`config.mk`:
```
export PLATFORM = sky130hd
export DESIGN_NAME = ex_mem_flag_pipe
export DESIGN_NICKNAME = d
export VERILOG_FILES = /design/src/rtl/ex_mem_flag_pipe.sv
export SDC_FILE = /design/constraint.sdc
export NUM_CORES = 1
export LEC_CHECK = 0
export ABC_AREA = 1
export CAP_MARGIN = 20
export CORE_ASPECT_RATIO = 1.4
export CORE_MARGIN = 2
export CORE_UTILIZATION = 25
export DETAILED_ROUTE_END_ITERATION = 10
export HOLD_SLACK_MARGIN = 0.05
export PLACE_DENSITY_LB_ADDON = 0.12
export SLEW_MARGIN = 10
export SYNTH_ARGS = -nofsm -noshare
export SYNTH_HDL_FRONTEND = slang
export SYNTH_SLANG_ARGS = --single-unit
export TNS_END_PERCENT = 10
```
`constraint.sdc`:
```
create_clock -name clk -period 2.12 [get_ports clk]
set_clock_uncertainty 0.15 [all_clocks]
set_input_delay 0.212 -clock clk [delete_from_list [all_inputs] [get_ports clk]]
set_output_delay 0.212 -clock clk [all_outputs]
set_load 0.01 [all_outputs]
```
`src/rtl/ex_mem_flag_pipe.sv`:
```
// EX->MEM pipeline register plus the architectural Z/V/N flag register, with stall/flush handling.
// Optional build macro FLAG_BYPASS_EN: flag outputs show next-state flags combinationally.
module ex_mem_flag_pipe #(
   parameter int WIDTH    = 16,
   parameter int REG_BITS = 4
) (
   input  logic                clk,
   input  logic                rst,
   input  logic                stall,
   input  logic                flush,
   input  logic                ex_valid,
   input  logic [3:0]          ex_op,
   input  logic [WIDTH-1:0]    ex_alu_out,
   input  logic                ex_ovfl,
   input  logic [REG_BITS-1:0] ex_rd,
   input  logic                ex_wr_en,
   input  logic                ex_mem_rd,
   input  logic                ex_mem_wr,
   input  logic [WIDTH-1:0]    ex_st_data,
   output logic                mem_valid,
   output logic [WIDTH-1:0]    mem_alu_out,
   output logic [REG_BITS-1:0] mem_rd,
   output logic                mem_wr_en,
   output logic                mem_mem_rd,
   output logic                mem_mem_wr,
   output logic [WIDTH-1:0]    mem_st_data,
   output logic                flag_z,
   output logic                flag_v,
   output logic                flag_n
);

   localparam logic [3:0] OP_ADD = 4'b0000;
   localparam logic [3:0] OP_SUB = 4'b0001;
   localparam logic [3:0] OP_XOR = 4'b0011;
   localparam logic [3:0] OP_SLL = 4'b0100;
   localparam logic [3:0] OP_SRA = 4'b0101;
   localparam logic [3:0] OP_ROR = 4'b0110;

   logic flush_pend;
   logic fire;
   logic upd_z, upd_n, upd_v;
   logic z_q, v_q, n_q;
   logic z_nxt, v_nxt, n_nxt;

   // A flush seen while stalled is remembered and kills EX at the first unstalled edge.
   assign fire = ~stall & ex_valid & ~flush & ~flush_pend;

   // NOTE: every signal gets a default before the case so no latch is inferred.
   always_comb begin
      upd_z = 1'b0;
      upd_n = 1'b0;
      upd_v = 1'b0;
      case (ex_op)
         OP_ADD, OP_SUB: begin
            upd_z = 1'b1;
            upd_n = 1'b1;
            upd_v = 1'b1;
         end
         OP_XOR, OP_SLL, OP_SRA, OP_ROR: upd_z = 1'b1;
         default: ;
      endcase
   end

   assign z_nxt = (fire & upd_z) ? (ex_alu_out == '0)      : z_q;
   assign n_nxt = (fire & upd_n) ? ex_alu_out[WIDTH-1]     : n_q;
   assign v_nxt = (fire & upd_v) ? ex_ovfl                 : v_q;

   // NOTE: sequential state uses non-blocking assignments so all flops sample pre-edge values.
   always_ff @(posedge clk or posedge rst) begin
      if (rst) begin
         z_q <= 1'b0;
         v_q <= 1'b0;
         n_q <= 1'b0;
      end else begin
         z_q <= z_nxt;
         v_q <= v_nxt;
         n_q <= n_nxt;
      end
   end

   // NOTE: the whole pipeline register is reset, datapath included, so outputs read 0 after rst.
   always_ff @(posedge clk or posedge rst) begin
      if (rst) begin
         mem_valid   <= 1'b0;
         mem_alu_out <= '0;
         mem_rd      <= '0;
         mem_wr_en   <= 1'b0;
         mem_mem_rd  <= 1'b0;
         mem_mem_wr  <= 1'b0;
         mem_st_data <= '0;
         flush_pend  <= 1'b0;
      end else if (!stall) begin
         mem_valid   <= fire;
         mem_wr_en   <= fire & ex_wr_en;
         mem_mem_rd  <= fire & ex_mem_rd;
         mem_mem_wr  <= fire & ex_mem_wr;
         mem_alu_out <= ex_alu_out;
         mem_rd      <= ex_rd;
         mem_st_data <= ex_st_data;
         flush_pend  <= 1'b0;
      end else begin
         flush_pend  <= flush_pend | flush;
      end
   end

`ifdef FLAG_BYPASS_EN
   // Same-cycle branches see the flags the current fire will write.
   assign flag_z = z_nxt;
   assign flag_v = v_nxt;
   assign flag_n = n_nxt;
`else
   assign flag_z = z_q;
   assign flag_v = v_q;
   assign flag_n = n_q;
`endif

endmodule
```
==> After elaboration in Yosys (flattened, before gate mapping) <==
Cells that the tools add are included.
{ "totals": {"register_bits": 44, "inputBits": 49, "out_inout_bits": 43, "word_cells": 35} }
{ "classes": {"eq_ne": 5, "mux": 3, "bitwise_logic": 12, "reduce_logical": 4} }
{ "ops": {"columns": ["op", "count"], "rows": [
  ["$logic_not A16 Y1", 1],
  ["$eq A4 B3 Y1 const B", 3],
  ["$and A1 B1 Y1", 8],
  ["$reduce_or A6 Y1", 1],
  ["$eq A4 B1 Y1 const B", 1],
  ["$eq A4 B2 Y1 const B", 1],
  ["$logic_not A4 Y1", 1],
  ["$mux W1", 3],
  ["$not A1 Y1", 3],
  ["$reduce_or A2 Y1", 1],
  ["$or A1 B1 Y1", 1]
]} }

==> Depth between registers and ports, before layout <==
Gate-level depths: netlist (run 1).
{ "depth": {"depth_word": 5, "ltp_mapped": 7, "depth_no_buf": 7} }

==> Worst setup path before layout (run 1) <==
Ideal clock, no wire load.
{ "synth_timing": {"path_type": "reg-to-reg", "startpoint": "reg flush_pend", "endpoint": "reg n_q, in the netlist flag_n", "setup_time_ns": 0.118, "arrival_ns": 0.827, "t_required_ns": 1.852, "setup_slack_ns": 1.025, "stages_incl_launch_ff": 7, "n_path_buf": 0, "synth_period_minus_slack_ns": 1.095, "path_cell_list": "dfrtp_1 -> nor2_2 -> nand3_2 -> inv_2 -> nand2_2 -> nand2_1 -> o21ai_2"} }
{ "synth_via": {"elab_chain_len": 3} }
{ "synth_rtl": {"columns": ["item", "line_no", "text"], "rows": [
  ["from (decl)", "39", "logic flush_pend;"],
  ["from (signal assigned)", "102", "flush_pend <= flush_pend | flush;"],
  ["$not A1 Y1", "46", "assign fire = ~stall & ex_valid & ~flush & ~flush_pend;"],
  ["$and A1 B1 Y1", "46", null],
  ["$and A1 B1 Y1", "65", "assign n_nxt = (fire & upd_n) ? ex_alu_out[WIDTH-1] : n_q;"],
  ["to (signal assigned)", "77", "n_q <= n_nxt;"],
  ["to (decl)", "42", "logic z_q, v_q, n_q;"]
]} }
No other way between the ends.
A chain may end at the register's enable or synchronous reset.

==> Worst setup path after layout (run 1) <==
{ "layout_timing": {"startpoint": "reg mem_rd[2]", "endpoint": "out mem_rd[2]"} }
{ "layout_lines": {"columns": ["item", "line_no", "text"], "rows": [
  ["from (decl)", "22", "output logic [REG_BITS-1:0] mem_rd,"],
  ["from (signal assigned)", "98", "mem_rd <= ex_rd;"]
]} }
No word-level cell between the ends.

==> results of run 1 <==
## cells by family (layout without fill, tap and decap cells)
logic type,count (synthesis),count (layout),share of synthesized area
buffers and inverters,31,125,0.0861
AND/OR/NAND/NOR,110,110,0.237
AO/OA/AOI/OAI,22,22,0.0703
flip-flops,44,44,0.606
## registers in the layout, summed over array words and instances, names as in the netlist
name and cells:
mem_st_data 16, mem_rd 4, mem_mem_wr 1, mem_mem_rd 1, flush_pend 1, flag_z 1, flag_v 1, flag_n 1
mem_valid 1, mem_alu_out 16, mem_wr_en 1
## worst paths after layout
| kind | end | slack, ns | start |
|---|---|---|---|
| worst max-delay path | mem_rd[2] | 0.55 | mem_rd[2]$_DFFE_PP0N_ |
| worst min-delay path | mem_st_data[11]$_DFFE_PP0N_ | 0.07 | rst |
| worst max register to register | flag_n$_DFFE_PP0P_ | 0.95 | flush_pend$_DFF_PP0_ |
| worst min register to register | mem_valid$_DFFE_PP0N_ | 0.33 | mem_valid$_DFFE_PP0N_ |
| max in group asynchronous | mem_alu_out[12]$_DFFE_PP0N_ | 1.26 | rst |
| min in group clk | mem_valid$_DFFE_PP0N_ | 0.10 | stall |
## routing by layer
layer | vias to the layer above | GRT usage | share of wire
met3 | 5 | 0.0423 | 0.086
li1 | 806 | - | -
met1 | 726 | 0.136 | 0.40
met2 | 61 | 0.216 | 0.50
met5 | - | 0 | 0
met4 | 0 | 0.0429 | 0.017
## cell type report
| cell class | count | area share |
|---|---|---|
| clock buffer | 7 | 0.0329 |
| multi-input combinational | 132 | 0.190 |
| inverter | 23 | 0.0294 |
| timing repair buffer | 94 | 0.321 |
| clock inverter | 1 | 0.0102 |
| tap | 95 | 0.0405 |
| sequential | 44 | 0.376 |
## power breakdown
part           switching [mW]  internal, mW
sequential             0.0396         0.911
clock                   0.280         0.416
combinational           0.163         0.238
## cell usage after synthesis
master	number
nor2_1	7
buf_2	2
inv_1	22
o21ai_1	1
nand3_1	1
a21oi_1	1
o21ai_2	1
dfrtp_1	44
a21boi_0	1
nand3_2	1
clkbuf_1	1
inv_2	1
buf_6	5
o21ai_0	15
nand2_2	1
nor2_2	2
or2_0	1
nand2_1	97
a22o_1	3
==> run_results.csv, run 1 <==
group,metric,value,unit
outcome,status,"complete, no violations",
critical_path,worstPathMaxFanout,2,
min_path,hold_class,"in2async",
pwr,p_per_area,698,nW/um^2
clock_tree,htree_levels,2,
logic_synthesis,synth_area_leaders,"dfrtp_1 61%, nand2_1 20%, inv_1 4.5%",
placed_design,place_area,2810,um^2
grt,grt_pass1_vias,1711,
clock_tree,tritoncts,"done",
logic_synthesis,yosysTopAreaCell,"dfrtp_1",
critical_path,crit_cells,1,
critical_path,endpoint_kind,"primary output",
grt,antenna_found_initial,0,
placed_design,gp_congestion,0.663,
clock_tree,cts_hold_buffers,0,
critical_path,crit_chain,"clkdlybuf4s50_1",
timing,rsz0062_at_grt,"no",
critical_path,path_buf_inv,1,
timing,finalSetupViolCount,0,
timing,worstMarginPinSlew,0.638,ns
logic_synthesis,synth-seq-cells,44,
clock_tree,numCtsBuffers,5,
placed_design,dp.cells,388,
logic_synthesis,yosysWarnings,0,
critical_path,critPathArrivalTime,1.21,ns
cells_and_area,seqCellArea,1100,um^2
timing,hold_viol,0,
timing,max_freq,0.637,GHz
cells_and_area,final_nets,349,
placed_design,dp_slack,0.647,ns
pwr,p_total,2.05,mW
placed_design,portBuffers,91,
critical_path,max_stage_delay,0.55,ns
logic_synthesis,syn_inst,207,
cells_and_area,multi_input_area,558,um^2
timing,fin_crit,1.57,ns
floorplanning,start_util,0.260,
timing,slew_headroom,0.574,
logic_synthesis,ys_seq_area_frac,0.606,
grt,grt_start_max_net_pins,33,
timing,fin_crit_sh,0.741,
critical_path,cp_top_family,"buffers and inverters",
clock_tree,cts_resized,0,
pwr,p_leak,1.41,nW
timing,fin_ws,0.549,ns
grt,grt_pass1_wl,7940,um
critical_path,crit_path_start_kind,"register",
logic_synthesis,syn_area,1820,um^2
placed_design,dp_hpwl,3340,um
cells_and_area,post-route-util,0.420,
cells_and_area,nFillCells,725,
timing,hold_ws,0.0715,ns
critical_path,r2r_cells,6,
grt,grt-ovfl-total,0,
logic_synthesis,synth_nets,256,
pwr,vdd_ir_drop_max,0.296,mV
critical_path,worstSetupPathType,"reg2out",
critical_path,worstPathRequired,1.76,ns
floorplanning,die_h,105,um
detailed_routing,drtPass1Iterations,4,
floorplanning,die_w,76.0,um
timing,tns,0,ns
floorplanning,num_rows,36,
clock_tree,cts_sinks,44,
critical_path,slowest_stage,"clkdlybuf4s50_1",
logic_synthesis,synthDistinctLibCells,19,
timing,drv_slew,0,
grt,grtUsageTotal,0.122,
clock_tree,root_buffer,"clkbuf_8",
logic_synthesis,yosys.area.top_type_share,0.606,
clock_tree,cts_setup_buffers,0,
detailed_routing,drt_iter0_drc,48,
floorplanning,ios,92,
clock_tree,clkLatencyLatePin,0.29,ns
logic_synthesis,postSynthAreaPerCell,8.77,um^2
cells_and_area,layout_commonest_cell,"nand2_1",
cells_and_area,drive_gt1_frac,0.0631,
cells_and_area,fin_cells,396,
floorplanning,die_area,7970,um^2
cells_and_area,design_area,2930,um^2
detailed_routing,routed_via_density,4.04,
clock_tree,cts_max_path_buffers,2,
clock_tree,clk_pin_slew_worst_paths,0.08,ns
detailed_routing,via_count,1598,
cells_and_area,final_cell_mix,"97 x nand2_1, 90 x clkdlybuf4s50_1, 44 x dfrtp_1",
detailed_routing,avgRoutedWirePerCell,11.3,um
cells_and_area,n_antenna_cell,0,
detailed_routing,totalWireLength,4480,um
detailed_routing,postRouteAntennaNets,0,
floorplanning,core-area,6980,um^2
flow_run,maxCapViolations,0,
detailed_routing,drc,0,
cells_and_area,syn2layout_area_growth,61.5,%
Note: power is estimated with default switching activity, not from simulation.
==> run 2: changes to the inputs <==
Clock period 2.12 ns to 1.3 ns, I/O delays scaled along.
==> run 2 against run 1 <==
Effect of this change:
- combinational power grew 52%
- worst hold slack better by 0.022 ns
- routed wire length is 1.5% lower
- largest cell class unchanged
- highest routed layer unchanged
==> run_results.csv, run 2 (same netlist as run 1, synthesis figures left out) <==
group,metric,value,unit
pwr,p_leak,1.57,nW
detailed_routing,routed_via_density,3.89,
timing,fin_ws,0.0303,ns
timing,hold_ws,0.0931,ns
critical_path,crit_path_start_kind,"register",
grt,grt_pass1_wl,7800,um
min_path,hold_class,"in2reg",
timing,drv_slew,0,
placed_design,gp_congestion,0.652,
timing,hold_viol,0,
flow_run,maxCapViolations,0,
clock_tree,clk_pin_slew_worst_paths,0.09,ns
detailed_routing,drtPass1Iterations,4,
cells_and_area,drive_gt1_frac,0.0924,
placed_design,dp_hpwl,3300,um
grt,grt_start_max_net_pins,30,
clock_tree,root_buffer,"clkbuf_8",
placed_design,dp_slack,-0.0691,ns
grt,grt-ovfl-total,0,
placed_design,dp.cells,393,
clock_tree,numCtsBuffers,5,
critical_path,slowest_stage,"dfrtp_1",
detailed_routing,totalWireLength,4420,um
cells_and_area,fin_cells,409,
grt,grt_pass1_vias,1687,
critical_path,path_buf_inv,1,
timing,fin_crit,1.27,ns
clock_tree,clkLatencyLatePin,0.29,ns
pwr,vdd_ir_drop_max,0.626,mV
clock_tree,htree_levels,2,
floorplanning,die_h,105,um
cells_and_area,final_nets,362,
clock_tree,cts_max_path_buffers,2,
critical_path,max_stage_delay,0.41,ns
pwr,p_per_area,1090,nW/um^2
cells_and_area,seqCellArea,1100,um^2
grt,grtUsageTotal,0.121,
detailed_routing,drt_iter0_drc,60,
outcome,status,"complete, no violations",
critical_path,worstSetupPathType,"reg2out",
detailed_routing,avgRoutedWirePerCell,10.8,um
cells_and_area,multi_input_area,558,um^2
grt,antenna_found_initial,0,
critical_path,worstPathMaxFanout,2,
critical_path,endpoint_kind,"primary output",
floorplanning,start_util,0.260,
cells_and_area,layout_commonest_cell,"nand2_1",
timing,finalSetupViolCount,0,
cells_and_area,largestRegisters,"mem_alu_out x16, mem_st_data x16, mem_rd x4",
detailed_routing,postRouteAntennaNets,0,
timing,slew_headroom,0.812,
floorplanning,num_rows,36,
clock_tree,tritoncts,"done",
critical_path,critPathArrivalTime,0.99,ns
floorplanning,die_w,76.0,um
floorplanning,ios,92,
timing,fin_crit_sh,0.977,
cells_and_area,final_cell_mix,"97 x nand2_1, 47 x clkdlybuf4s50_1, 44 x dfrtp_1",
critical_path,cp_top_family,"flip-flops",
cells_and_area,post-route-util,0.433,
floorplanning,core-area,6980,um^2
critical_path,worstPathRequired,1.02,ns
cells_and_area,n_antenna_cell,0,
placed_design,portBuffers,91,
critical_path,crit_chain,"dlygate4sd2_1",
timing,max_freq,0.788,GHz
cells_and_area,nFillCells,719,
floorplanning,die_area,7970,um^2
cells_and_area,syn2layout_area_growth,66.4,%
timing,worstMarginPinSlew,0.281,ns
detailed_routing,via_count,1592,
timing,rsz0062_at_grt,"no",
clock_tree,cts_sinks,44,
detailed_routing,drc,0,
[run 2: cell types whose count changed in the layout (fill, tap and decap cells not counted), sizes merged]
cell,change
clkdlybuf4s50,-43
dlygate4sd2,+36
buf,+10
inv,-1
clkdlybuf4s15,+7
clkinvlp,+1
dlygate4sd3,+3
[run 2: final cells by class]
type	count	share of cell area
clock buffers	7	0.0319
clock inverters	1	0.00994
inverters	23	0.0298
multi-input cells	132	0.185
flip-flops and latches	44	0.365
well taps	95	0.0394
repair buffers	107	0.340
[run 2: per-stage QoR]
stage / total power, mW / cell area [um^2] / setup TNS (ns)
3_5_place_dp: 2.26 / 2870 / -0.341
6_report: 3.29 / 3020 / 0
5_1_grt: 3.50 / 3020 / 0
4_1_cts: 3.36 / 2970 / 0
3_3_place_gp: 2.26 / 2870 / -0.294
2_1_floorplan: 1.82 / 1820 / 0
[run 2: worst min-delay path, delay by kind of cell]
kind / cells / cell delay, ns
AND/OR/NAND/NOR: 1 / 0.07
buffers and inverters: 2 / 0.31
[run 2: path summary, 6_finish.rpt]
path	from	to	slack (ns)	cells after the start
setup reg to reg	flush_pend$_DFF_PP0_	flag_n$_DFFE_PP0P_	0.14	6
min in group asynchronous	rst	mem_alu_out[7]$_DFFE_PP0N_	0.67	4
max in group asynchronous	rst	mem_mem_rd$_DFFE_PP0N_	0.17	4
setup / recovery	mem_st_data[8]$_DFFE_PP0N_	mem_st_data[8]	0.03	1
hold / removal	stall	flush_pend$_DFF_PP0_	0.09	3
hold reg to reg	mem_alu_out[4]$_DFFE_PP0N_	mem_alu_out[4]$_DFFE_PP0N_	0.33	2
[run 2: layer usage]
metal	vias to the layer above	part of all wire	GRT usage	wire length (um)
met4	0	0.012	0.0468	51
met2	56	0.47	0.196	2090
met5	-	0	0	0
li1	830	-	-	-
met1	701	0.44	0.150	1940
met3	5	0.075	0.0406	331
[run 2: what timing repair did]
| item | in CTS | in global routing |
|---|---|---|
| hold buffers | 3 | 0 |
| endpoints found under the hold margin | 13 | 0 |
| gates resized for setup | 43 | 7 |
| setup endpoints to repair | 43 | 28 |
| buffers inserted | 0 | 5 |
[run 2: where the power goes]
group / switching (mW) / total [mW] / leakage [nW] / internal [mW]
registers: 0.0600 / 1.55 / 0.545 / 1.49
logic: 0.271 / 0.611 / 0.956 / 0.340
clock network: 0.460 / 1.14 / 0.0645 / 0.678
total: 0.791 / 3.29 / 1.57 / 2.50
==> run 3: changes to the inputs <==
Settings changed: CELL_PAD_IN_SITES_DETAIL_PLACEMENT from default to 0, CELL_PAD_IN_SITES_GLOBAL_PLACEMENT from default to 1, CORE_MARGIN 2 to default.
==> run 3 against run 2 <==
Effect of this change:
- final cell count down 2.0%
- routed wire length is 1.7% higher
- total power down 8.3%
- via count up 0.13%
- critical path depth unchanged
- sequential power about the same
- combinational power decreased by 3%
- fmax is 1.7% higher
- first-iteration DRC count down 1.7%
- global-route usage is 0.47 points higher
- non-clock buffer count fell by 8
==> run_results.csv, run 3 (same netlist as run 1, synthesis figures left out) <==
group,metric,value,unit
flow_run,maxCapViolations,0,
timing,finalSetupViolCount,0,
timing,tns,0,ns
floorplanning,die_w,74.0,um
floorplanning,core-area,6980,um^2
floorplanning,start_util,0.260,
floorplanning,ios,92,
placed_design,dp_slack,-0.0845,ns
cells_and_area,syn2layout_area_growth,60.4,%
placed_design,portBuffers,91,
timing,max_freq,0.801,GHz
critical_path,worstPathMaxFanout,2,
grt,grtUsageTotal,0.126,
clock_tree,tritoncts,"done",
pwr,vdd_ir_drop_max,0.591,mV
critical_path,path_buf_inv,1,
clock_tree,htree_levels,2,
cells_and_area,fin_cells,401,
detailed_routing,drtPass1Iterations,4,
clock_tree,clk_pin_slew_worst_paths,0.08,ns
clock_tree,numCtsBuffers,5,
grt,grt-ovfl-total,0,
clock_tree,cts_max_path_buffers,2,
placed_design,dp.cells,392,
timing,rsz0062_at_grt,"no",
cells_and_area,n_antenna_cell,0,
floorplanning,die_h,103,um
clock_tree,cts_sinks,44,
placed_design,dp_hpwl,3330,um
clock_tree,clkLatencyLatePin,0.29,ns
timing,worstMarginPinSlew,0.289,ns
grt,grt_pass1_wl,7200,um
clock_tree,root_buffer,"clkbuf_8",
detailed_routing,drt_iter0_drc,59,
grt,grt_start_max_net_pins,34,
critical_path,worstSetupPathType,"reg2out",
timing,fin_crit,1.25,ns
critical_path,critPathArrivalTime,0.97,ns
min_path,hold_class,"in2async",
pwr,p_per_area,1040,nW/um^2
cells_and_area,largestRegisters,"mem_alu_out x16, mem_st_data x16, mem_rd x4",
critical_path,slowest_stage,"dfrtp_1",
placed_design,place_area,2860,um^2
timing,slew_headroom,0.807,
clock_tree,cts_setup_buffers,0,
floorplanning,die_area,7610,um^2
detailed_routing,via_count,1594,
cells_and_area,layout_commonest_cell,"nand2_1",
critical_path,worstPathRequired,1.02,ns
timing,fin_crit_sh,0.961,
detailed_routing,totalWireLength,4490,um
outcome,status,"complete, no violations",
floorplanning,num_rows,36,
cells_and_area,drive_gt1_frac,0.0686,
critical_path,cp_top_family,"flip-flops",
cells_and_area,post-route-util,0.417,
timing,fin_ws,0.0512,ns
placed_design,gp_congestion,0.708,
detailed_routing,drc,0,
cells_and_area,final_nets,354,
grt,antenna_found_initial,0,
cells_and_area,design_area,2910,um^2
critical_path,crit_chain,"dlygate4sd2_1",
critical_path,endpoint_kind,"primary output",
timing,drv_slew,0,
detailed_routing,avgRoutedWirePerCell,11.2,um
pwr,p_leak,1.52,nW
critical_path,max_stage_delay,0.40,ns
timing,hold_viol,0,
grt,grt_pass1_vias,1594,
critical_path,crit_path_start_kind,"register",
cells_and_area,final_cell_mix,"97 x nand2_1, 47 x clkdlybuf4s50_1, 44 x dfrtp_1",
detailed_routing,routed_via_density,3.98,
detailed_routing,postRouteAntennaNets,0,
==> run 3: power breakdown <==
| group | internal (mW) | total [mW] | switching [mW] | leakage (nW) |
|---|---|---|---|---|
| Clock | 0.434 | 0.884 | 0.450 | 0.0455 |
| Combinational | 0.323 | 0.594 | 0.271 | 0.933 |
| Sequential | 1.48 | 1.54 | 0.0577 | 0.545 |
| Total | 2.24 | 3.02 | 0.778 | 1.52 |
==> run 3: worst paths after layout <==
check / from / to / slack (ns) / cells past startpoint
worst max-delay path: mem_alu_out[12]$_DFFE_PP0N_ / mem_alu_out[12] / 0.05 / 1
worst min-delay path: rst / mem_st_data[9]$_DFFE_PP0N_ / 0.08 / 3
worst max register to register: flush_pend$_DFF_PP0_ / flag_n$_DFFE_PP0P_ / 0.14 / 6
worst min register to register: flag_z$_DFFE_PP0P_ / flag_z$_DFFE_PP0P_ / 0.33 / 2
max in group asynchronous: rst / flag_v$_DFFE_PP0P_ / 0.77 / 3
min in group clk: stall / mem_st_data[2]$_DFFE_PP0N_ / 0.10 / 4
==> run 3: stage by stage <==
step,hold slack [ns],power (mW)
4_1_cts,0.0810,3.09
5_1_grt,0.104,3.20
6_report,0.0822,3.02
2_1_floorplan,-0.0158,1.82
3_5_place_dp,0.318,2.26
3_3_place_gp,0.311,2.26
==> run 3: cell type report <==
type	count	area, um^2
clock buffers	8	90.1
well taps	95	119
multi-input cells	132	558
flip-flops and latches	44	1100
fillers	752	4070
repair buffers	99	953
inverters	23	90.1
==> run 3: layer usage <==
| metal | wire [um] | GRT usage | vias to the layer above |
|---|---|---|---|
| li1 | - | - | 815 |
| met1 | 1930 | 0.143 | 715 |
| met2 | 2150 | 0.220 | 59 |
| met3 | 338 | 0.0362 | 5 |
| met4 | 68 | 0.0488 | 0 |
| met5 | 0 | 0 | - |
==> run 3: repair_timing <==
item,in CTS,in global routing
gates cloned,0,0
hold buffers,1,0
endpoints found under the hold margin,3,0
resized for setup,43,1
endpoints found under the setup margin,43,1
==> run 3: worst register-to-register path, delay by kind of cell, from the launching register on <==
kind	cells	cell delay (ns)
AO/OA/AOI/OAI	1	0.05
flip-flops	1	0.38
AND/OR/NAND/NOR	4	0.40
buffers and inverters	1	0.08
